### config.mk
export PLATFORM = sky130hd
export DESIGN_NAME = mem_access_ctrl
export DESIGN_NICKNAME = d
export VERILOG_FILES = /design/src/rtl/mem_access_ctrl.sv
export SDC_FILE = /design/constraint.sdc
export NUM_CORES = 1
export LEC_CHECK = 0
export ABC_CLOCK_PERIOD_IN_PS = 1900
export CELL_PAD_IN_SITES_DETAIL_PLACEMENT = 1
export CELL_PAD_IN_SITES_GLOBAL_PLACEMENT = 1
export CORE_UTILIZATION = 30
export DETAILED_ROUTE_END_ITERATION = 10
export GPL_ROUTABILITY_DRIVEN = 0
export PLACE_DENSITY = 0.84
export SETUP_SLACK_MARGIN = 0.15
export SLEW_MARGIN = 20
export SYNTH_ARGS = -nofsm -noshare
export SYNTH_HDL_FRONTEND = slang
export SYNTH_SLANG_ARGS = --single-unit
### constraint.sdc
create_clock -name clk -period 1.9 [get_ports clk]
set_input_delay 0.38 -clock clk [delete_from_list [all_inputs] [get_ports clk]]
set_output_delay 0.38 -clock clk [all_outputs]
set_load 0.005 [all_outputs]
### src/rtl/mem_access_ctrl.sv
// MEM-stage data-memory sequencer: turns EX/MEM memRead/memWrite into a req/ack
// access and stalls the pipeline until done. Optional abandon-on-timeout via MEM_TIMEOUT_EN.
module mem_access_ctrl #(
    parameter int DW      = 16,
    parameter int TIMEOUT = 15
) (
    input  logic          clk,
    input  logic          rst,
    input  logic          memRead_in,
    input  logic          memWrite_in,
    input  logic [DW-1:0] addr_in,
    input  logic [DW-1:0] wdata_in,
    input  logic          mem_ack,
    input  logic [DW-1:0] mem_rdata,
    output logic          mem_req,
    output logic          mem_we,
    output logic [DW-1:0] mem_addr,
    output logic [DW-1:0] mem_wdata,
    output logic          stall,
    output logic [DW-1:0] rdata_out,
    output logic          rdata_valid,
    output logic          timeout_err
);
    // Handshake: mem_req stays high with mem_we/mem_addr/mem_wdata frozen until the
    // cycle mem_ack is seen high; mem_ack outside REQ carries no meaning and is ignored.
    typedef enum logic [1:0] {IDLE, REQ, DONE} state_t;

    state_t state, state_nxt;
    logic   access_req;
    logic   ack_take;
    logic   abandon;

    if (TIMEOUT < 1 || TIMEOUT > 255) begin : g_bad_timeout
        $error("mem_access_ctrl: TIMEOUT must be in 1..255");
    end

    assign access_req = memRead_in | memWrite_in;
    assign ack_take   = (state == REQ) && mem_ack;

`ifdef MEM_TIMEOUT_EN
    logic [7:0] wait_cnt;

    // Abandon on the last allowed REQ cycle; an ack in that same cycle still wins.
    assign abandon = (state == REQ) && !mem_ack && (wait_cnt == 8'(TIMEOUT - 1));

    always_ff @(posedge clk or posedge rst) begin
        if (rst) begin
            wait_cnt    <= 8'd0;
            timeout_err <= 1'b0;
        end else begin
            if (state != REQ)
                wait_cnt <= 8'd0;
            else if (!mem_ack)
                wait_cnt <= wait_cnt + 8'd1;
            if (abandon)
                timeout_err <= 1'b1;
        end
    end
`else
    assign abandon     = 1'b0;
    assign timeout_err = 1'b0;
`endif

    always_ff @(posedge clk or posedge rst) begin
        if (rst) begin
            state     <= IDLE;
            mem_we    <= 1'b0;
            mem_addr  <= '0;
            mem_wdata <= '0;
            rdata_out <= '0;
        end else begin
            state <= state_nxt;
            if (state == IDLE && access_req) begin
                mem_addr  <= addr_in;
                mem_wdata <= wdata_in;
                mem_we    <= memWrite_in;
            end
            if (ack_take && !mem_we)
                rdata_out <= mem_rdata;
            else if (abandon)
                rdata_out <= '0;
        end
    end

    always_comb begin
        state_nxt = state;
        stall     = 1'b0;
        case (state)
            IDLE: begin
                stall = access_req;
                if (access_req)
                    state_nxt = REQ;
            end
            REQ: begin
                stall = 1'b1;
                if (ack_take || abandon)
                    state_nxt = DONE;
            end
            DONE:    state_nxt = IDLE;
            default: state_nxt = IDLE;
        endcase
        // Reset drops the stall at once even though memRead/memWrite may still be high.
        if (rst)
            stall = 1'b0;
    end

    assign mem_req     = (state == REQ);
    assign rdata_valid = (state == DONE) && !mem_we;

endmodule

After elaboration in Yosys (flattened, before gate mapping)
Index checks and enable logic that the tools add are counted.
{"block": "word_totals", "register_bits": 51, "output_inout_bits": 53}
{"block": "classes", "n_eq_ne": 4, "n_mux": 5, "n_bitwise": 1, "n_reduce_logical": 7}
{"cell": "$logic_and 1x1->1", "n": 4}
{"cell": "$mux 2", "n": 2}
{"cell": "$pmux 2 s2", "n": 1}
{"cell": "$eq 2x1->1 const B", "n": 1}
{"cell": "$eq 2x2->1 const B", "n": 1}
{"cell": "$logic_not 2->1", "n": 1}
{"cell": "$ne 2x1->1 const B", "n": 1}
{"cell": "$ne 2x2->1 const B", "n": 1}
{"cell": "$pmux 1 s2", "n": 1}
{"cell": "$reduce_and 2->1", "n": 1}
{"cell": "$logic_not 1->1", "n": 1}
{"cell": "$mux 1", "n": 1}
{"cell": "$or 1x1->1", "n": 1}

Logic depth before layout (Yosys ltp)
{"block": "depth", "depth_word": 4, "ltp_mapped": 5, "depth_no_buf": 3}

Worst setup path before layout
OpenSTA, ideal clock, no wires.
{"block": "synth_timing", "path_type": "reg-to-reg", "startpoint": "register state[1]", "endpoint": "register rdata_out[0]", "setup_time_ns": 0.125, "arrival_time_ns": 1.293, "setup_slack_ns": 0.482, "path_stages_with_launch": 6, "cell_sequence": "dfrtp_1 > and3b_1 > nor2b_4 > buf_6 > buf_12 > mux2_4"}
{"block": "synth_between", "elab_chain_cells": 3}
{"element": "start: declaration", "line_no": "28", "source": "state_t state, state_nxt;"}
{"element": "start signal: assignment", "line_no": "72", "source": "state <= state_nxt;"}
{"element": "$eq 2x1->1", "line_no": "38", "source": "assign ack_take = (state == REQ) && mem_ack;"}
{"element": "$logic_and 1x1->1", "line_no": "38"}
{"element": "$logic_and 1x1->1", "line_no": "78", "source": "if (ack_take && !mem_we)"}
{"element": "end signal: assignment", "line_no": "79", "source": "rdata_out <= mem_rdata;"}
{"element": "end: declaration", "line_no": "20", "source": "output logic [DW-1:0] rdata_out,"}
No other way between the ends.
A chain may end at the register's enable or synchronous reset.

Worst setup path in the final report
{"block": "layout_timing", "startpoint": "input memWrite_in", "endpoint": "output stall"}
{"block": "layout_between", "elab_chain_cells": 3}
{"element": "start: declaration", "line_no": "10", "source": "input logic memWrite_in,"}
{"element": "$or 1x1->1", "line_no": "37", "source": "assign access_req = memRead_in | memWrite_in;"}
{"element": "$pmux 1 s2", "line_no": "88", "source": "case (state)"}
{"element": "$mux 1", "line_no": "103", "source": "if (rst)"}
{"element": "end: declaration", "line_no": "19", "source": "output logic stall,"}
No other way between the ends.

==> results_dict.tcl <==
set metrics [dict create \
    worst-path-max-fanout 2 \
    cp.arrival_ps 1300 \
    drt_wl_total_um 4780 \
    place_area_sq_um 3170 \
    grt_overflow_total 0 \
    cts.path.max_buffers 2 \
    end_kind "output port" \
    drtPass1Iterations 4 \
    start_util 0.314 \
    grt_pass1_wl_um 7980 \
    tritoncts "built" \
    vias 1407 \
    chipWidth_um 83.7 \
    numPortBuffers 104 \
    peakVddDrop_uv 675 \
    avgSynthCellArea_sq_um 17.0 \
    maxSlewViolCount 0 \
    synthCells 118 \
    final_cell_mix "clkdlybuf4s50_1, dfrtp_1, mux2_2" \
    final_common_cell "clkdlybuf4s50_1" \
    postCtsHoldBufs 0 \
    cap_violations 0 \
    whs_ps 440 \
    r2r_setup_slack_ps 280 \
    crit_path_start_kind "primary input" \
    clk_pin_slew_worst_paths_ps 90 \
    fmaxAchievable_mhz 594 \
    hp-class "primary input to flip-flop" \
    fillers 644 \
    core_region_area_sq_um 6390 \
    grt_pass1_vias 1546 \
    cts_sinks 51 \
    grt_max_degree 28 \
    syn_area_sq_um 2000 \
    via_per_inst 4.51 \
    crit_type "primary input to output port" \
    syn_to_final_growth_pct 66.0 \
    die_y_um 83.7 \
    track_usage 0.143 \
    io_pins 106 \
    antenna_found_initial 0 \
    synth_top_cell_by_area "dfrtp_1" \
    setup_viol 0 \
    cts-root-buf "clkbuf_8" \
    ys.warnings.count 0 \
    status "finished clean" \
    post-route-drc-count 0 \
    cts-htree-levels 2 \
    synth_top_area_share 0.637 \
    hold_violations 0 \
    design_area_sq_um 3330 \
    place_ws_ps -269 \
    ys_ff_latch 51 \
    synth_seq_area_share 0.637 \
    die_area_sq_um 7010 \
    synth.distinct_cells 18 \
    diodes 0 \
    p_per_area_nw_per_um2 1490 \
    drive_gt1_frac 0.315 \
    clk_latency_ps 300 \
    rows 29 \
    skew_ps 6.60 \
    syn_nets 171 \
    synth_area_leaders "dfrtp_1, mux2_2, mux2_4" \
    power.leakage_uw 0.00141 \
    ant_nets 0 \
    fin_crit_ps 1680 \
    detail_route.wl_per_cell_um 15.3 \
    place_hpwl_um 3620 \
    nets 287 \
    fin_crit_sh 0.887 \
    crit_required_ps 1520 \
    setup_ws_ps 216 \
    drt_iter0_drc 16 \
    cts_buffers 5 \
    rsz0062_at_grt "no" \
    tns_ps 0 \
]
per-layer routing:
metal  GRT usage  share of wire  wire, um  up-vias
met1       0.181           0.42      2010      694
met2       0.234           0.48      2310       69
met3      0.0504          0.089       423        5
met4      0.0370         0.0084        40        0
li1            -              -         -      639
met5           0              0         0        -
cell families (layout without fill, tap and decap cells):
group | count (synthesis) | in the layout | share of synthesized area
simple gates | 8 | 8 | 0.0281
compound gates | 3 | 3 | 0.0119
mux | 48 | 48 | 0.289
flops | 51 | 51 | 0.637
other cells | 1 | 1 | 0.00187
buf+inv | 7 | 124 | 0.0325
power by group:
group	switching (uW)	internal [uW]
sequential	287	1620
combinational	605	1580
clock	347	526
cell type report:
| cell class | count | area [sq um] | share of cell area |
|---|---|---|---|
| Clock inverter | 2 | 60.1 | 0.0181 |
| Clock buffer | 6 | 72.6 | 0.0218 |
| Multi-Input combinational cell | 60 | 674 | 0.203 |
| Inverter | 1 | 3.75 | 0.00113 |
| Timing Repair Buffer | 115 | 1140 | 0.343 |
| Sequential cell | 51 | 1280 | 0.384 |
| Tap cell | 77 | 96.3 | 0.0290 |
worst max-delay path, stage by stage:
cell and delay (ps):
clkdlybuf4s50_1 490, nor3_2 50, buf_4 140, nor3_2 110
clkbuf_2 130
Yosys cell counts, drive strengths merged:
| cell | number |
|---|---|
| conb | 1 |
| nor2b | 1 |
| nand2 | 1 |
| and2b | 1 |
| nor2 | 1 |
| nor3 | 2 |
| a22o | 1 |
| nor3b | 1 |
| mux2 | 48 |
| dfrtp | 51 |
| inv | 1 |
| o21a | 1 |
| a211oi | 1 |
| buf | 6 |
| and3b | 1 |
state kept, by name (all words and copies together) (netlist names):
register	cells
state	2
mem_we	1
rdata_out	16
mem_addr	16
mem_wdata	16
per-stage QoR:
stage               std cells   util  power [uW]
detailed placement        302  0.497        4130
finish                    312  0.521        4960
global placement          302  0.497        4050
CTS                       312  0.519        5050
global route              312  0.521        5260
floorplan                 118      -        2740
path summary, 6_finish.rpt:
check,start,to,depth (start not counted)
worst max-delay path,memWrite_in,stall,5
worst min-delay path,memRead_in,mem_we$_DFFE_PP0P_,3
worst max register to register,state[0]$_DFFE_PP0P_,mem_wdata[0]$_DFFE_PP0P_,5
worst min register to register,mem_addr[7]$_DFFE_PP0P_,mem_addr[7]$_DFFE_PP0P_,1
max in group asynchronous,rst,mem_wdata[4]$_DFFE_PP0P_,3
min in group asynchronous,rst,rdata_out[8]$_DFFE_PP0P_,2
timing repair:
action                     CTS  global route
setup endpoints to repair    3            10
gates resized for setup      3             9
setup buffers                2             0
No activity file was read; power rests on OpenSTA's default activity.
